[config.mk]
export PLATFORM = sky130hd
export DESIGN_NAME = add_arbiter
export DESIGN_NICKNAME = d
export VERILOG_FILES = /design/src/rtl/add_arbiter.sv
export SDC_FILE = /design/constraint.sdc
export NUM_CORES = 1
export LEC_CHECK = 0
export CORE_ASPECT_RATIO = 0.9
export CORE_UTILIZATION = 25
export CTS_BUF_LIST = sky130_fd_sc_hd__clkbuf_16
export DETAILED_ROUTE_END_ITERATION = 8
export PLACE_DENSITY_LB_ADDON = 0.12
export SLEW_MARGIN = 20
export SYNTH_ARGS = -nofsm -noshare
export SYNTH_HDL_FRONTEND = slang
export SYNTH_SLANG_ARGS = --single-unit
[constraint.sdc]
create_clock -name clk -period 2.01 [get_ports clk]
set_input_delay 0.5025 -clock clk [delete_from_list [all_inputs] [get_ports clk]]
set_output_delay 0.5025 -clock clk [all_outputs]
set_load 0.02 [all_outputs]
[src/rtl/add_arbiter.sv]
// add_arbiter: time-shares one registered adder (y <= a + b, 1-cycle latency) among N requesters.
// Define ADD_ARB_FIXED_PRIO_EN for fixed lowest-index-wins priority; default build is round-robin.
module add_arbiter #(
  parameter  int N  = 4,
  parameter  int W  = 8,
  localparam int IW = $clog2(N)
) (
  input  logic           clk,
  input  logic           rst,
  input  logic [N-1:0]   req_valid,
  output logic [N-1:0]   req_ready,
  input  logic [N*W-1:0] req_a,
  input  logic [N*W-1:0] req_b,
  output logic [W-1:0]   add_a,
  output logic [W-1:0]   add_b,
  input  logic [W-1:0]   add_y,
  output logic           rsp_valid,
  input  logic           rsp_ready,
  output logic [W-1:0]   rsp_y,
  output logic [IW-1:0]  rsp_id,
  output logic           busy
);

  typedef enum logic [1:0] {IDLE, ISSUE, WAIT, RESP} state_t;

  state_t        state_reg;
  logic [W-1:0]  op_a_reg;
  logic [W-1:0]  op_b_reg;
  logic [IW-1:0] op_id_reg;
  logic [W-1:0]  rsp_y_reg;
  logic          rsp_valid_reg;

  logic [W-1:0]  a_arr [N];
  logic [W-1:0]  b_arr [N];
  logic [IW-1:0] grant_idx;
  logic          grant_any;
  logic          accept;

  assign grant_any = |req_valid;
  assign accept    = (state_reg == IDLE) && grant_any && !rst;

  generate
    for (genvar gi = 0; gi < N; gi++) begin : g_req
      assign a_arr[gi]     = req_a[gi*W +: W];
      assign b_arr[gi]     = req_b[gi*W +: W];
      assign req_ready[gi] = accept && (grant_idx == IW'(gi));
    end
  endgenerate

`ifdef ADD_ARB_FIXED_PRIO_EN
  always_comb begin
    grant_idx = '0;
    for (int i = N - 1; i >= 0; i--) begin
      if (req_valid[i]) grant_idx = IW'(i);
    end
  end
`else
  logic [IW-1:0] last_grant_reg;
  logic [IW-1:0] cand;

  // Scan from farthest to nearest so the requester right after last_grant is assigned last and wins.
  always_comb begin
    grant_idx = '0;
    cand      = '0;
    for (int k = N; k >= 1; k--) begin
      cand = IW'((int'(last_grant_reg) + k) % N);
      if (req_valid[cand]) grant_idx = cand;
    end
  end

  always_ff @(posedge clk) begin
    if (rst) begin
      last_grant_reg <= IW'(N - 1);
    end else if (accept) begin
      last_grant_reg <= grant_idx;
    end
  end
`endif

  always_ff @(posedge clk) begin
    if (rst) begin
      state_reg     <= IDLE;
      op_a_reg      <= '0;
      op_b_reg      <= '0;
      op_id_reg     <= '0;
      rsp_y_reg     <= '0;
      rsp_valid_reg <= 1'b0;
    end else begin
      case (state_reg)
        IDLE: begin
          if (accept) begin
            op_a_reg  <= a_arr[grant_idx];
            op_b_reg  <= b_arr[grant_idx];
            op_id_reg <= grant_idx;
            state_reg <= ISSUE;
          end
        end
        ISSUE: state_reg <= WAIT;
        // Adder captured the operands at the end of ISSUE; its result is valid now.
        WAIT: begin
          rsp_y_reg     <= add_y;
          rsp_valid_reg <= 1'b1;
          state_reg     <= RESP;
        end
        RESP: begin
          if (rsp_ready) begin
            rsp_valid_reg <= 1'b0;
            state_reg     <= IDLE;
          end
        end
        default: state_reg <= IDLE;
      endcase
    end
  end

  assign add_a     = op_a_reg;
  assign add_b     = op_b_reg;
  assign rsp_y     = rsp_y_reg;
  assign rsp_id    = op_id_reg;
  assign rsp_valid = rsp_valid_reg;
  assign busy      = (state_reg != IDLE);

endmodule

* Yosys cells after proc, flatten, opt, wreduce, memory -nomap -nowiden *
Cells that the tools add are included.

storage, ports and cells
  register bits after elaboration = 31
  input port bits = 79
  word-level logic and storage cells = 63

cells by class
  add/sub/neg operators = 4
  order comparisons = 5
  eq/ne operators = 8
  multiplexer cells = 23
  bitwise logic cells = 1
  reduce and logical (&&, ||, !) cells = 15

operator list
  kind                                                                   count
  8-bit binary-select mux with 2-bit select                              2
  8-bit 2-to-1 mux                                                       4
  2-bit by 3-bit < comparator with 1-bit output, second input constant   4
  2-bit 2-to-1 mux                                                       6
  1-bit binary-select mux with 2-bit select                              4
  2-bit equality test, second input constant                             4
  2-bit case mux with 4 select lines                                     1
  1-bit logical AND                                                      6
  2-bit AND reduction                                                    3
  1-bit 2-to-1 mux                                                       5
  2-bit by 1-bit adder with 2-bit output, second input constant          2
  2-bit adder, second input constant                                     2
  2-bit by 1-bit equality test with 1-bit output, second input constant  2
  2-bit logical NOT                                                      2
  2-bit != test, second input constant                                   2
  2-bit nonzero test                                                     2
  4-bit OR reduction                                                     1
  3-bit greater-or-equal comparator, second input constant               1
  2-bit inverter with 3-bit output                                       1
  1-bit case mux with 2 select lines                                     1
  1-bit logical NOT                                                      1

* Longest topological paths before layout *
Gate-level depths: netlist of run 1.

  depth after elaboration = 11
  depth in mapped cells = 7

* Least setup slack after synthesis of run 1 *
No wires, ideal clock.

  path type = input to output
  from = in req_valid[1]
  to = out req_ready[2]
  arrival time = 1.586 ns
  required time = 1.507 ns
  slack = -0.078 ns
  cell stages on the path = 7
  buffers on the path = 2
  cells stage by stage = o21a_1 o21ai_1 and2_1 buf_6 buf_6 nand2_4 nor2_1

between the ends
  word-level cells in the longest chain between the ends = 8
  elaborated cells between the ends (all ways) = 17

RTL lines
  what                                       line  source
  from (decl)                                10    input logic [N-1:0] req_valid,
  1-bit binary-select mux with 2-bit select  67    if (req_valid[cand]) grant_idx = cand;
  1-bit 2-to-1 mux (not written as such)     67
  2-bit 2-to-1 mux (4 in series)             67
  2-bit equality test                        46    assign req_ready[gi] = accept && (grant_idx == IW'(gi));
  1-bit logical AND (*)                      46
  to (decl)                                  11    output logic [N-1:0] req_ready,

Every way passes the cells marked *; elsewhere a longest branch is shown, timed or not. The select of a mux whose other input is x is not followed.

* Worst setup path in the final report of run 1 *
  from = in req_valid[1]
  to = out req_ready[3]

The elaborated chain is that of the path after synthesis.

==> results of run 1 <==
-- power by group through the flow --
stage	Clock (W)	Sequential, W	Combinational [W]
2_1_floorplan	0	0.00127	0.00115
3_3_place_gp	0	0.00101	0.00254
3_5_place_dp	0	0.00101	0.00255
4_1_cts	0.000778	0.00100	0.00263
5_1_grt	0.000810	0.00104	0.00284
6_report	0.000754	0.00100	0.00263
-- layout make-up --
| cell class | instances | area (sq um) | area share, % |
|---|---|---|---|
| Sequential cell | 31 | 622 | 18.0 |
| Multi-Input combinational cell | 150 | 1190 | 34.4 |
| Tap cell | 93 | 116 | 3.37 |
| Clock buffer | 5 | 125 | 3.62 |
| Timing Repair Buffer | 144 | 1360 | 39.2 |
| Inverter | 6 | 22.5 | 0.652 |
| Clock inverter | 3 | 25.0 | 0.724 |
-- cells by family (layout without fill, tap and decap cells) --
family / after synthesis / after routing / share of synthesized area, %
adders and majority gates: 4 / 4 / 2.66
AOI/OAI and AO/OA: 63 / 63 / 30.3
DFF: 31 / 31 / 33.0
buffers and inverters: 19 / 158 / 5.80
muxes: 26 / 26 / 13.9
and+or+nand+nor: 57 / 57 / 14.3
-- worst max-delay path, cell delays in order --
cell and delay [ns]:
sky130_fd_sc_hd__buf_2 0.14, sky130_fd_sc_hd__o21a_1 0.19, sky130_fd_sc_hd__o21ai_1 0.16, sky130_fd_sc_hd__and2_4 0.19, sky130_fd_sc_hd__nand2_4 0.06, sky130_fd_sc_hd__nor2_1 0.09
sky130_fd_sc_hd__buf_4 0.14
-- per-layer routing --
layer,wire (um),GRT usage (%)
met5,0,0
met4,56,4.62
met3,369,3.71
met2,2720,25.4
met1,2790,20.4
-- worst min-delay path by stage --
stage               slack, ns         startpoint                 to
detailed placement       0.44          rsp_id[1]          rsp_id[1]
finish                   0.45          rsp_id[1]          rsp_id[1]
global placement         0.44          rsp_id[1]          rsp_id[1]
floorplan                0.50  last_grant_reg[1]  last_grant_reg[1]
global route             0.47          rsp_id[1]          rsp_id[1]
CTS                      0.45          rsp_id[1]          rsp_id[1]
-- metrics by stage --
step	total power [W]	instances	util [%]
after floorplan	0.00243	200	-
after global placement	0.00355	421	45.7
after detailed placement	0.00356	421	45.7
after CTS	0.00441	432	48.1
after global routing	0.00468	432	48.3
final	0.00438	432	48.3
-- cells in the mapped netlist (2+ instances only) --
library cell	n
sky130_fd_sc_hd__dfxtp_1	31
sky130_fd_sc_hd__mux2i_1	26
sky130_fd_sc_hd__nand2_1	23
sky130_fd_sc_hd__nor2_1	15
sky130_fd_sc_hd__a21o_1	9
sky130_fd_sc_hd__o211ai_2	9
sky130_fd_sc_hd__a211o_1	7
sky130_fd_sc_hd__nand3_1	7
sky130_fd_sc_hd__o211ai_1	7
sky130_fd_sc_hd__o21ai_0	7
sky130_fd_sc_hd__buf_2	6
sky130_fd_sc_hd__inv_1	6
sky130_fd_sc_hd__o2111ai_1	5
sky130_fd_sc_hd__buf_6	4
sky130_fd_sc_hd__ha_1	4
sky130_fd_sc_hd__o2111ai_2	4
sky130_fd_sc_hd__a22oi_1	3
sky130_fd_sc_hd__clkbuf_1	3
sky130_fd_sc_hd__nand2_4	2
sky130_fd_sc_hd__nor2b_1	2
sky130_fd_sc_hd__o21ai_1	2
-- timing repair --
action | in CTS | in global routing
buffers inserted | 4 | 0
pin swaps | 3 | 2
setup endpoints to repair | 19 | 4
resized for setup | 43 | 6
==> reports/results.ini, run 1 <==
[yosys]
syn-num-nets = 283
synthDominantAreaCellType = sky130_fd_sc_hd__dfxtp_1
synth_sequential_area_ratio_pct = 33.0
mean_instance_size_in_the_synthesized_netlist_sq_um = 9.39
synthArstFlopShare_pct = 0
syn-instance-count = 200
yosys_register_bits = 31
ys_warn_count = 0
area_share_of_the_largest_cell_type_after_synthesis_pct = 33.0
synth_top_flop_cell = sky130_fd_sc_hd__dfxtp_1
synth_enable_flop_cells = 0
netlist_top_cells_area = sky130_fd_sc_hd__dfxtp_1 (33%), sky130_fd_sc_hd__mux2i_1 (14%), sky130_fd_sc_hd__o211ai_2 (6.0%)
synth_area_sq_um = 1880
yosys_cell_types = 39

[cts]
clkTransAtPathRegs_ns = 0.06
cts-buffers-inserted = 5
hold_buffers = 0
cts_max_path_buffers = 2
worst_skew_pair.late_latency_ns = 0.28
clock_tree.root_cell = sky130_fd_sc_hd__clkbuf_16
tritoncts_clock_tree = yes
numClockSinks = 31
cts-htree-levels = 2

[final_layout]
drive_gt1_share_pct = 23.9
num-fill-cells = 696
postLayoutCellArea_sq_um = 3460
fin_nets = 421
antennaDiodeCount = 0
most_used_cells_in_the_layout_excluding_fill_and_tap_cells = sky130_fd_sc_hd__clkdlybuf4s50_1 (100), sky130_fd_sc_hd__buf_4 (37), sky130_fd_sc_hd__dfxtp_1 (30), sky130_fd_sc_hd__mux2i_1 (25), sky130_fd_sc_hd__nand2_1 (22)
area_delta_synth_final_pct = 84.0
layout.cells.most_common = sky130_fd_sc_hd__clkdlybuf4s50_1

[run]
drv_cap = 0

[timing]
achievable-frequency_mhz = 508
worst_clock_skew_ns = 0.00707
worst-slew-pin-transition_ns = 0.541
post-route-worst-setup-slack_ns = 0.0415
report.final.slew_viol_count = 0
slew_headroom_pct = 64.0
min_period_ns = 1.97
whs_ns = 0.448
post-route-period-util_pct = 97.9
totalNegativeSetupSlack_ns = 0
hold_violations = 0
setup_violations = 0

[floorplanning]
floorplan.rows = 29
ios = 111
placeable_area_sq_um = 7150
floorplan.die_area_sq_um = 7860
die_height_um = 84.2
die_x_um = 93.4
floorplan.initialDensity_pct = 26.3

[worst_hold_path]
worstHoldPathCells = 2
min-delay-path-class = flop to flop

[global_route]
grt_remaining_overflow = 0
grt_max_degree = 17
global_route.usage.total_pct = 15.6
grt_pass1_vias = 1950
grt_antenna_before_repair = 0
grt_first_pass_wirelength_um = 9610

[route]
firstDrtPassIters = 4
avgViaCountPerCell = 4.61
detail-route-antenna-nets = 0
vias = 1993
drtIter0Drc = 47
drt_drc_violations_left = 0
drt_wl_total_um = 5940
avgRoutedWirePerCell_um = 13.7

[critical_path]
cp-startpoint = req_valid[1]
r2r-end = add_b[4]
crit_path_end = req_ready[3]
critical_path.endpoint_type = primary output
reg2reg_setup_slack_ns = 0.38
r2r-start = last_grant_reg[1]
r2r.worst_path.cells = 7
start_kind = input port
timing.setup.critical_path_class = input port to primary output
cp_data_arrival_time_ns = 1.47
worst-path-max-fanout = 6
cp_data_required_time_ns = 1.51

[power]
share_comb_of_total_power_pct = 59.9
net-switching-power_w = 0.00170
power.static_leakage_nw = 1.42
powerDensity_nw_per_um2 = 1270
seq_power_share_pct = 22.9
power.switching_fraction_pct = 38.7
vdd.ir_drop.worst_uv = 506
intPower_w = 0.00269
power.share.clock_pct = 17.2

[place]
dp_hpwl_um = 4570
post_dp_cell_area_sq_um = 3270
buffer_ports.inserted = 110
detailedPlace.worstSlack_ns = -0.904
final_weighted_congestion_in_routability_driven_placement = 0.770

[status]
run_status = complete, no violations

(Power assumes the default switching activity.)
==> run 2, diff against run 1 <==
--- a/config.mk
+++ b/config.mk
@@ -10,7 +10,6 @@
 export CTS_BUF_LIST = sky130_fd_sc_hd__clkbuf_16
 export DETAILED_ROUTE_END_ITERATION = 8
 export PLACE_DENSITY_LB_ADDON = 0.12
-export SLEW_MARGIN = 20
 export SYNTH_ARGS = -nofsm -noshare
 export SYNTH_HDL_FRONTEND = slang
 export SYNTH_SLANG_ARGS = --single-unit
==> results of run 2 <==
Final layout, timing and power as in run 1 (identical DEF).
==> run 3, diff against run 2 <==
--- a/config.mk
+++ b/config.mk
@@ -5,6 +5,7 @@
 export SDC_FILE = /design/constraint.sdc
 export NUM_CORES = 1
 export LEC_CHECK = 0
+export ABC_AREA = 1
 export CORE_ASPECT_RATIO = 0.9
 export CORE_UTILIZATION = 25
 export CTS_BUF_LIST = sky130_fd_sc_hd__clkbuf_16
==> run 3 against run 2 <==
  * The flow now finishes with violations (negative setup slack)
  * Area after synthesis grew 13%
  * Cell count rose by 35%
  * Sequential power down 5%
  * Die area up 13%
  * Critical path depth increased by 5
  * Non-clock buffer count fell by 2
  * Critical path type is now flop to primary output
==> reports/results.ini, run 3 <==
[status]
run_status = finished with violations
violations = negative setup slack

[yosys]
netlist_top_cells_area = sky130_fd_sc_hd__dfxtp_1 (29%), sky130_fd_sc_hd__nand2_1 (19%), sky130_fd_sc_hd__nand3_1 (13%)
ys_warn_count = 0
syn-instance-count = 349
synthArstFlopShare_pct = 0
synthDominantAreaCellType = sky130_fd_sc_hd__dfxtp_1
area_share_of_the_largest_cell_type_after_synthesis_pct = 29.3
post_synth_most_frequent_cells = sky130_fd_sc_hd__nand2_1 (108), sky130_fd_sc_hd__inv_1 (65), sky130_fd_sc_hd__nand3_1 (53), sky130_fd_sc_hd__dfxtp_1 (31), sky130_fd_sc_hd__nor2_1 (24)
yosys_cell_types = 25
mean_instance_size_in_the_synthesized_netlist_sq_um = 6.08
synth_enable_flop_cells = 0
synth_sequential_area_ratio_pct = 29.3
synth_area_sq_um = 2120
yosys_register_bits = 31
syn-num-nets = 432
synth_top_flop_cell = sky130_fd_sc_hd__dfxtp_1
post-synth-top-count-cell = sky130_fd_sc_hd__nand2_1

[cts]
hold_buffers = 0
worst_skew_pair.late_latency_ns = 0.28
numClockSinks = 31
clock_tree.root_cell = sky130_fd_sc_hd__clkbuf_16
cts-buffers-inserted = 5
cts-htree-levels = 2
cts_max_path_buffers = 2
tritoncts_clock_tree = yes
clkTransAtPathRegs_ns = 0.06

[place]
dp_hpwl_um = 4880
dp.cells = 571
final_weighted_congestion_in_routability_driven_placement = 0.749
buffer_ports.inserted = 110

[floorplanning]
ios = 111
die_height_um = 89.4
placeable_area_sq_um = 8150
floorplan.rows = 31
die_x_um = 99.1
floorplan.initialDensity_pct = 26.0
floorplan.die_area_sq_um = 8860

[timing]
worst_clock_skew_ns = 0.00880
setup_violations = 4
slew_headroom_pct = 76.5
post-route-period-util_pct = 111
whs_ns = 0.446
min_period_ns = 2.23
hold_violations = 0
achievable-frequency_mhz = 449
totalNegativeSetupSlack_ns = -0.673
post-route-worst-setup-slack_ns = -0.215
unrepaired_setup_endpoints_after_global_routing = true
report.final.slew_viol_count = 0
worst-slew-pin-transition_ns = 0.352

[final_layout]
utilization_pct = 46.7
antennaDiodeCount = 0
fin_nets = 568
layout.cells.most_common = sky130_fd_sc_hd__clkdlybuf4s50_1
layout.cells.non_filler = 585
most_used_cells_in_the_layout_excluding_fill_and_tap_cells = sky130_fd_sc_hd__clkdlybuf4s50_1 (101), sky130_fd_sc_hd__nand2_1 (90), sky130_fd_sc_hd__inv_1 (59), sky130_fd_sc_hd__nand3_1 (49), sky130_fd_sc_hd__dfxtp_1 (29)
drive_gt1_share_pct = 20.2
area_delta_synth_final_pct = 79.2

[route]
avgRoutedWirePerCell_um = 11.1
drtIter0Drc = 53
detail-route-antenna-nets = 0
drt_wl_total_um = 6500
firstDrtPassIters = 4
avgViaCountPerCell = 4.35
drt_drc_violations_left = 0
vias = 2546

[power]
post-layout-total-power_w = 0.00568
powerDensity_nw_per_um2 = 1490
power.static_leakage_nw = 1.88
vdd.ir_drop.worst_uv = 758

[global_route]
grt_pass1_vias = 2274
grt_remaining_overflow = 0
grt_first_pass_wirelength_um = 10300
grt_antenna_before_repair = 0
grt_max_degree = 29
global_route.usage.total_pct = 14.6

[critical_path]
critical_path.endpoint_type = primary output
worst-path-max-fanout = 6
start_kind = flop
cp_data_arrival_time_ns = 1.72
timing.setup.critical_path_class = flop to primary output
cp_data_required_time_ns = 1.51

[worst_hold_path]
min-delay-path-class = flop to flop

[run]
drv_cap = 0

run 3: layout make-up:
type                    count  area [sq um]
inverters                  69           264
clock inverters             3          38.8
multi-input cells         236          1260
flip-flops and latches     31           623
repair buffers            142          1360
well taps                  99           124
fillers                   878          4350
clock buffers               5           125
run 3: worst paths after layout:
| check | from | to | slack [ns] | cells past startpoint |
|---|---|---|---|---|
| hold / removal | add_a[3] | add_a[3] | 0.45 | 2 |
| hold reg to reg | add_a[3] | add_a[3] | 0.45 | 2 |
| setup reg to reg | last_grant_reg[0] | add_a[4] | 0.15 | 14 |
| setup / recovery | last_grant_reg[0] | req_ready[3] | -0.22 | 12 |
run 3: where the power goes:
group          total [W]  internal (W)  switching [W]
Combinational    0.00387       0.00169        0.00219
Sequential      0.000955      0.000848       0.000107
Clock           0.000850      0.000577       0.000273
run 3: logic make-up (layout without fill, tap and decap cells):
group / Yosys count / after routing / share of synthesized area (%)
AO/OA/AOI/OAI: 16 / 16 / 4.19
adder cells (fa/ha/maj): 4 / 4 / 2.36
buffers and inverters: 82 / 219 / 17.3
flip-flops: 31 / 31 / 29.3
AND/OR/NAND/NOR: 216 / 216 / 46.9
run 3: worst max-delay path, cell delays in order, from the launching register on:
cell and delay [ns]:
sky130_fd_sc_hd__dfxtp_2 0.35, sky130_fd_sc_hd__buf_6 0.14, sky130_fd_sc_hd__nand2_2 0.05, sky130_fd_sc_hd__nand2_2 0.08, sky130_fd_sc_hd__nand2_2 0.07, sky130_fd_sc_hd__nand3_2 0.06, sky130_fd_sc_hd__nand3_2 0.07, sky130_fd_sc_hd__nand2_2 0.09
sky130_fd_sc_hd__inv_2 0.05, sky130_fd_sc_hd__nor2_4 0.13, sky130_fd_sc_hd__inv_4 0.06, sky130_fd_sc_hd__a21oi_4 0.13, sky130_fd_sc_hd__buf_6 0.14
run 3: per-layer routing:
layer	global-route usage, %	wire length (um)	up-vias
met5	0	0	-
met4	4.28	44	0
met3	4.22	394	6
met2	25.1	3080	71
met1	17.8	2980	1138
li1	-	-	1331
run 3: stage by stage:
step,area (sq um),setup slack [ns]
2_1_floorplan,2140,-0.0625
3_3_place_gp,3450,-0.945
3_5_place_dp,3450,-0.981
4_1_cts,3730,-0.181
5_1_grt,3800,-0.303
6_report,3800,-0.215
run 3: what timing repair did:
action,in CTS,in global routing
pin swaps,23,8
gates resized for setup,65,17
endpoints found under the setup margin,18,19
buffers inserted,5,1
==> RTL change 1, RTL diff (flow settings as in run 1) <==
The option `ADD_ARB_FIXED_PRIO_EN` is turned on by a define.
--- a/src/rtl/add_arbiter.sv
+++ b/src/rtl/add_arbiter.sv
@@ -2,2 +2,4 @@
 // Define ADD_ARB_FIXED_PRIO_EN for fixed lowest-index-wins priority; default build is round-robin.
+`define ADD_ARB_FIXED_PRIO_EN
+
 module add_arbiter #(
Behaviour: not the same (a bounded check fails within 10 cycles, from zero or initial values and one cycle with rst high).
==> RTL change 1 against run 1 <==
  * Register-to-register slack improved by 0.03 ns
  * First-iteration DRC count increased by 15%
  * Critical endpoint is now req_ready[1]
  * Worst setup slack got worse by 0.023 ns
  * Power decreased by 26%
  * Wire length increased by 10%
  * Clock power decreased by 5.7%
  * Sequential cell count decreased by 2
  * Synthesized area increased by 5.1%
  * Design area decreased by 0.33%
==> RTL change 1: results (changes against run 1) <==
Status: finished clean (unchanged)
H-tree levels: 2 (unchanged)
Area contributors post-synth: dfxtp_1, nand3b_1, o221ai_2 (was dfxtp_1, mux2i_1, o211ai_2)
Layout cells sized above 1: 16.8% (was 23.9%)
Fillers: 758 (was 696)
Sequential element share of the synthesized area: 29.4% (was 33.0%)
TritonRoute pass-1 iters: 4 (unchanged)
Worst Path Max Fanout: 3 (was 6)
Critical path data arrival time: 1.49 ns (was 1.47 ns)
CP max stage cell: dfxtp_2 (was o21a_1)
Number of buffers added on ports: 110 (unchanged)
Ys flop type: dfxtp_1 (unchanged)
Final HPWL DP: 4420 um (was 4570 um)
DR WL/cell: 15.0 um (was 13.7 um)
Largest net degree at the start of global routing: 38 (was 17)
Tot Pwr: 3260 uW (was 4380 uW)
Gr usage total: 16.2% (was 15.6%)
Net count after synthesis: 301 (was 283)
Hold WC Path Type: register to register (unchanged)
Clock Tree Buf Depth: 2 (unchanged)
Met3 usage: 3.95% (was 3.71%)
Final GP Congestion: 0.695 (was 0.770)
Slew HR: 63.9% (was 64.0%)
Yosys warning total: 0 (unchanged)
VDD IR max: 0.515 mV (was 0.506 mV)
Met1 Usage GRT: 21.2% (was 20.4%)
DRT iter0 DRCs: 54 (was 47)
P_sw: 1160 uW (was 1700 uW)
Final antenna-violating net count: 0 (unchanged)
Clock Skew: 0.00170 ns (was 0.00707 ns)
Clk Latency, worst-skew pair: 0.27 ns
First-pass GRT wire length: 10300 um (was 9610 um)
Synth async-reset ratio: 0% (unchanged)
P_leak: 0.00136 uW (was 0.00142 uW)
Worst path top cell family by delay: simple AND/OR/NAND/NOR gates (was compound AO/OA/AOI/OAI gates)
GR Util met2: 26.9% (was 25.4%)
CTS clk-pin slew, worst paths: 0.05 ns
CP peak stage delay: 0.32 ns (was 0.19 ns)
Root Buffer: clkbuf_16 (unchanged)
DP Worst Slack: -0.475 ns (was -0.904 ns)
Top cells by instance count after synthesis: nand3b_1, dfxtp_1, inv_1, a21oi_1 (was dfxtp_1, mux2i_1, nand2_1, nor2_1)
Post-synthesis cell type count: 33 (was 39)
Initial antenna violation count: 0 (unchanged)
Via count: 2108 (was 1993)
[RTL change 1: cell count changes after synthesis, moves of 8 or more]
cell / change
a21o_1: -8
a21oi_1: +18
a22o_1: +16
a2bb2oi_1: +16
inv_1: +16
mux2i_1: -17
nand2_1: -22
nand3b_1: +31
o211ai_2: -8
o221ai_2: +10
[RTL change 1: final timing paths]
check	start	to	slack, ns	cells after the start
max	state_reg[1]	req_ready[1]	0.02	6
min	rsp_id[1]	rsp_id[1]	0.47	2
max reg2reg	state_reg[1]	add_a[1]	0.41	8
min reg2reg	rsp_id[1]	rsp_id[1]	0.47	2
[RTL change 1: cells by family after synthesis]
family | share of synthesized area (%)
fa+ha+maj | 2.54
buf+inv | 9.89
simple gates | 19.8
mux | 4.57
flops | 29.4
compound gates | 33.8
[RTL change 1: what timing repair did]
| action | CTS | global route |
|---|---|---|
| endpoints found under the setup margin | 15 | 16 |
| buffers inserted | 1 | 0 |
| gates resized for setup | 23 | 7 |
| pin swaps | 1 | 2 |
[RTL change 1: final cells by class]
type	count	area [um^2]	area share [%]
timing repair buffer	134	1290	37.3
multi-input combinational	146	1230	35.9
sequential	29	583	16.9
clock buffer	5	125	3.63
tap	96	120	3.49
inverter	22	82.6	2.40
clock inverter	3	12.5	0.363
[RTL change 1: routing by layer]
layer | vias up | wire length [um]
met5 | - | 0
met4 | 0 | 55
met3 | 6 | 435
met2 | 67 | 2980
met1 | 975 | 3070
li1 | 1060 | -
[RTL change 1: power by group through the flow]
stage          combinational [uW]  sequential, uW  clock [uW]
2_1_floorplan                 643            1080           0
3_3_place_gp                 1650             868           0
3_5_place_dp                 1650             869           0
4_1_cts                      1670             861         725
5_1_grt                      1820             885         750
6_report                     1680             864         711
[RTL change 1: stage by stage]
| step | utilization, % | std cells | area [um^2] | setup TNS, ns | hold slack (ns) |
|---|---|---|---|---|---|
| 2_1_floorplan | - | 218 | 1980 | 0 | 0.484 |
| 4_1_cts | 45.0 | 435 | 3410 | 0 | 0.469 |
| 3_3_place_gp | 43.1 | 426 | 3270 | -6.90 | 0.455 |
| 6_report | 45.4 | 435 | 3440 | 0 | 0.469 |
| 3_5_place_dp | 43.1 | 426 | 3270 | -6.97 | 0.457 |
| 5_1_grt | 45.4 | 435 | 3440 | -0.0565 | 0.485 |
[RTL change 1: worst register-to-register path, cell delays in order, from the launching register on]
cell	delay, ns
dfxtp_2	0.32
inv_1	0.08
ha_4	0.18
and2b_2	0.20
buf_4	0.13
buf_4	0.15
o211ai_2	0.11
buf_12	0.19
o221ai_1	0.11
==> RTL change 2, RTL diff (flow settings as in run 1) <==
Made on the original files. Encoding of `state_t`: now one-hot (4 bits for 4 states).
--- a/src/rtl/add_arbiter.sv
+++ b/src/rtl/add_arbiter.sv
@@ -23,3 +23,3 @@
 
-  typedef enum logic [1:0] {IDLE, ISSUE, WAIT, RESP} state_t;
+  typedef enum logic [3:0] {IDLE = 4'b0001, ISSUE = 4'b0010, WAIT = 4'b0100, RESP = 4'b1000} state_t;
 
Function: no difference found for any inputs over 10 cycles, from zero or initial values and one cycle with rst high; not proved beyond that.
==> RTL change 2 against run 1 <==
  * The run now ends with negative setup slack left
  * Wire length is 2.1% lower
  * Worst setup slack lost 0.43 ns
  * Synthesized area down 4.9%
  * Clock skew is 0.0019 ns higher
  * Design area stayed put
  * Critical path depth fell by 1
  * Sequential cell count up 2
  * Utilization rose by 3.0 points
Power is not compared: it rests on default switching activity, and its combinational part moved more than twofold at a synthesized area within 25%.
==> RTL change 2: results (changes against run 1) <==
Clk Latency, worst-skew pair: 0.28 ns (about the same)
Setup TNS: -1.51 ns (was 0 ns)
DRT iter0 DRCs: 38 (was 47)
Setup violations, final: 4 (was 0)
Critical path data arrival time: 1.89 ns (was 1.47 ns)
Status: complete, but fails checks (was finished clean)
Via density: 4.54 (was 4.61)
P_leak: 0.00136 uW
Reg2reg setup slack: 0.10 ns (was 0.38 ns)
Hold depth: 2 (unchanged)
Initial antenna violation count: 0 (unchanged)
Nets@finish: 427 (was 421)
Ys flop type: dfxtp_1 (unchanged)
DP Area: 3160 um^2 (was 3270 um^2)
Final WS setup: -0.384 ns (was 0.0415 ns)
Number of diodes: 0 (unchanged)
Hold Vio Cnt, Final: 0 (unchanged)
Post-synthesis cell type count: 37 (was 39)
Util after Layout: 51.4% (was 48.3%)
Synth async-reset ratio: 0% (unchanged)
WHS Endpoint: rsp_y[4] (was rsp_id[1])
DP Worst Slack: -0.977 ns (was -0.904 ns)
Layout cells sized above 1: 19.5% (was 23.9%)
Number of global-route vias before repair: 1965 (was 1950)
Slew HR: 73.5% (was 64.0%)
Net count after synthesis: 293 (was 283)
Clock Tree Buf Depth: 2 (unchanged)
Number of buffers added on ports: 110 (unchanged)
Sequential element share of the synthesized area: 37.0% (was 33.0%)
Top cells by instance count after synthesis: nand2_1, dfxtp_1, a21boi_0 (was dfxtp_1, mux2i_1, nand2_1, nor2_1)
CP Launch Point: state_reg[2] (was req_valid[1])
Fillers: 661 (was 696)
VDD IR max: 0.383 mV
Area contributors post-synth: dfxtp_1, mux2i_1, nand2_1 (was dfxtp_1, mux2i_1, o211ai_2)
Worst Path Max Fanout: 3 (was 6)
Final GP Congestion: 0.804 (was 0.770)
Final HPWL DP: 4270 um (was 4570 um)
Hold WC Path Type: register to register (unchanged)
R2R depth: 7 (unchanged)
Reg-to-reg startpoint: state_reg[2] (was last_grant_reg[1])
WL final: 5820 um (was 5940 um)
H-tree levels: 2 (unchanged)
First-pass GRT wire length: 9360 um (was 9610 um)
TritonRoute pass-1 iters: 4 (unchanged)
Total CTS buffers: 5 (unchanged)
Gr usage total: 16.1% (was 15.6%)
Largest net degree at the start of global routing: 21 (was 17)
Critical R2R Capture: add_a[2] (was add_b[4])
Top-area cell type share of the netlist area: 37.0% (was 33.0%)
Root Buffer: clkbuf_16 (unchanged)
Yosys warning total: 0 (unchanged)
Clock Skew: 0.00894 ns (was 0.00707 ns)
CTS clk-pin slew, worst paths: 0.06 ns (about the same)
Worst hold start: rsp_y[4] (was rsp_id[1])
Failing checks: negative setup slack
-- RTL change 2: changes by cell type in the layout (fill, tap and decap cells not counted), sizes merged, moves of 7 or more --
cell	before	now
o21ai	10	17
o2111ai	9	0
nor2	17	10
nand2	26	35
a21oi	0	11
mux2i	26	16
buf	42	34
and3	0	16
a211o	7	0
a21o	9	0
a21boi	1	18
-- RTL change 2: per-stage QoR --
step | std cells | hold slack [ns]
finish | 439 | 0.455
global route | 439 | 0.486
CTS | 436 | 0.457
detailed placement | 425 | 0.449
global placement | 425 | 0.443
floorplan | 214 | 0.449
-- RTL change 2: power by group --
| part | internal [uW] | switching [uW] | total, uW |
|---|---|---|---|
| Clock | 708 | 290 | 997 |
| Combinational | 557 | 467 | 1020 |
| Sequential | 751 | 45.5 | 796 |
| Total | 2020 | 802 | 2820 |
-- RTL change 2: worst max-delay path, stage by stage (launching register included) --
cell and delay [ns]:
dfxtp_2 0.32, or4b_4 0.55, nor3_4 0.24, a21boi_4 0.25, inv_4 0.06, nor2_4 0.08, buf_6 0.12
-- RTL change 2: repair_timing --
action / in CTS / in global routing
endpoints found under the setup margin: 22 / 23
pin swaps: 7 / 6
gates cloned: 0 / 1
buffers inserted: 3 / 3
resized for setup: 42 / 10
-- RTL change 2: logic make-up after synthesis --
family | count (synthesis) | synth area share (%)
AOI/OAI and AO/OA | 71 | 26.7
buffers and inverters | 17 | 5.19
DFF | 33 | 37.0
and+or+nand+nor | 76 | 21.5
muxes | 17 | 9.60
-- RTL change 2: area by class of cell --
type                    count  area share [%]
repair buffers            140            39.2
multi-input cells         164            32.3
flip-flops and latches     33            19.2
clock buffers               5            3.62
well taps                  90            3.26
clock inverters             3            1.88
inverters                   4           0.507
-- RTL change 2: how the worst max path moves through the flow --
| stage | to | slack (ns) | cells past startpoint |
|---|---|---|---|
| after floorplan | req_ready[0] | -0.33 | 6 |
| after global routing | req_ready[3] | -0.47 | 6 |
| after detailed placement | req_ready[3] | -0.98 | 6 |
| after global placement | req_ready[3] | -0.91 | 6 |
| final | req_ready[0] | -0.38 | 6 |
| after CTS | req_ready[0] | -0.42 | 6 |
-- RTL change 2: per-layer routing --
layer | vias up | wire length, um | GRT usage, %
met3 | 4 | 510 | 7.14
met2 | 68 | 2610 | 27.3
li1 | 1039 | - | -
met1 | 884 | 2660 | 19.0
met5 | - | 0 | 0
met4 | 0 | 36 | 3.65
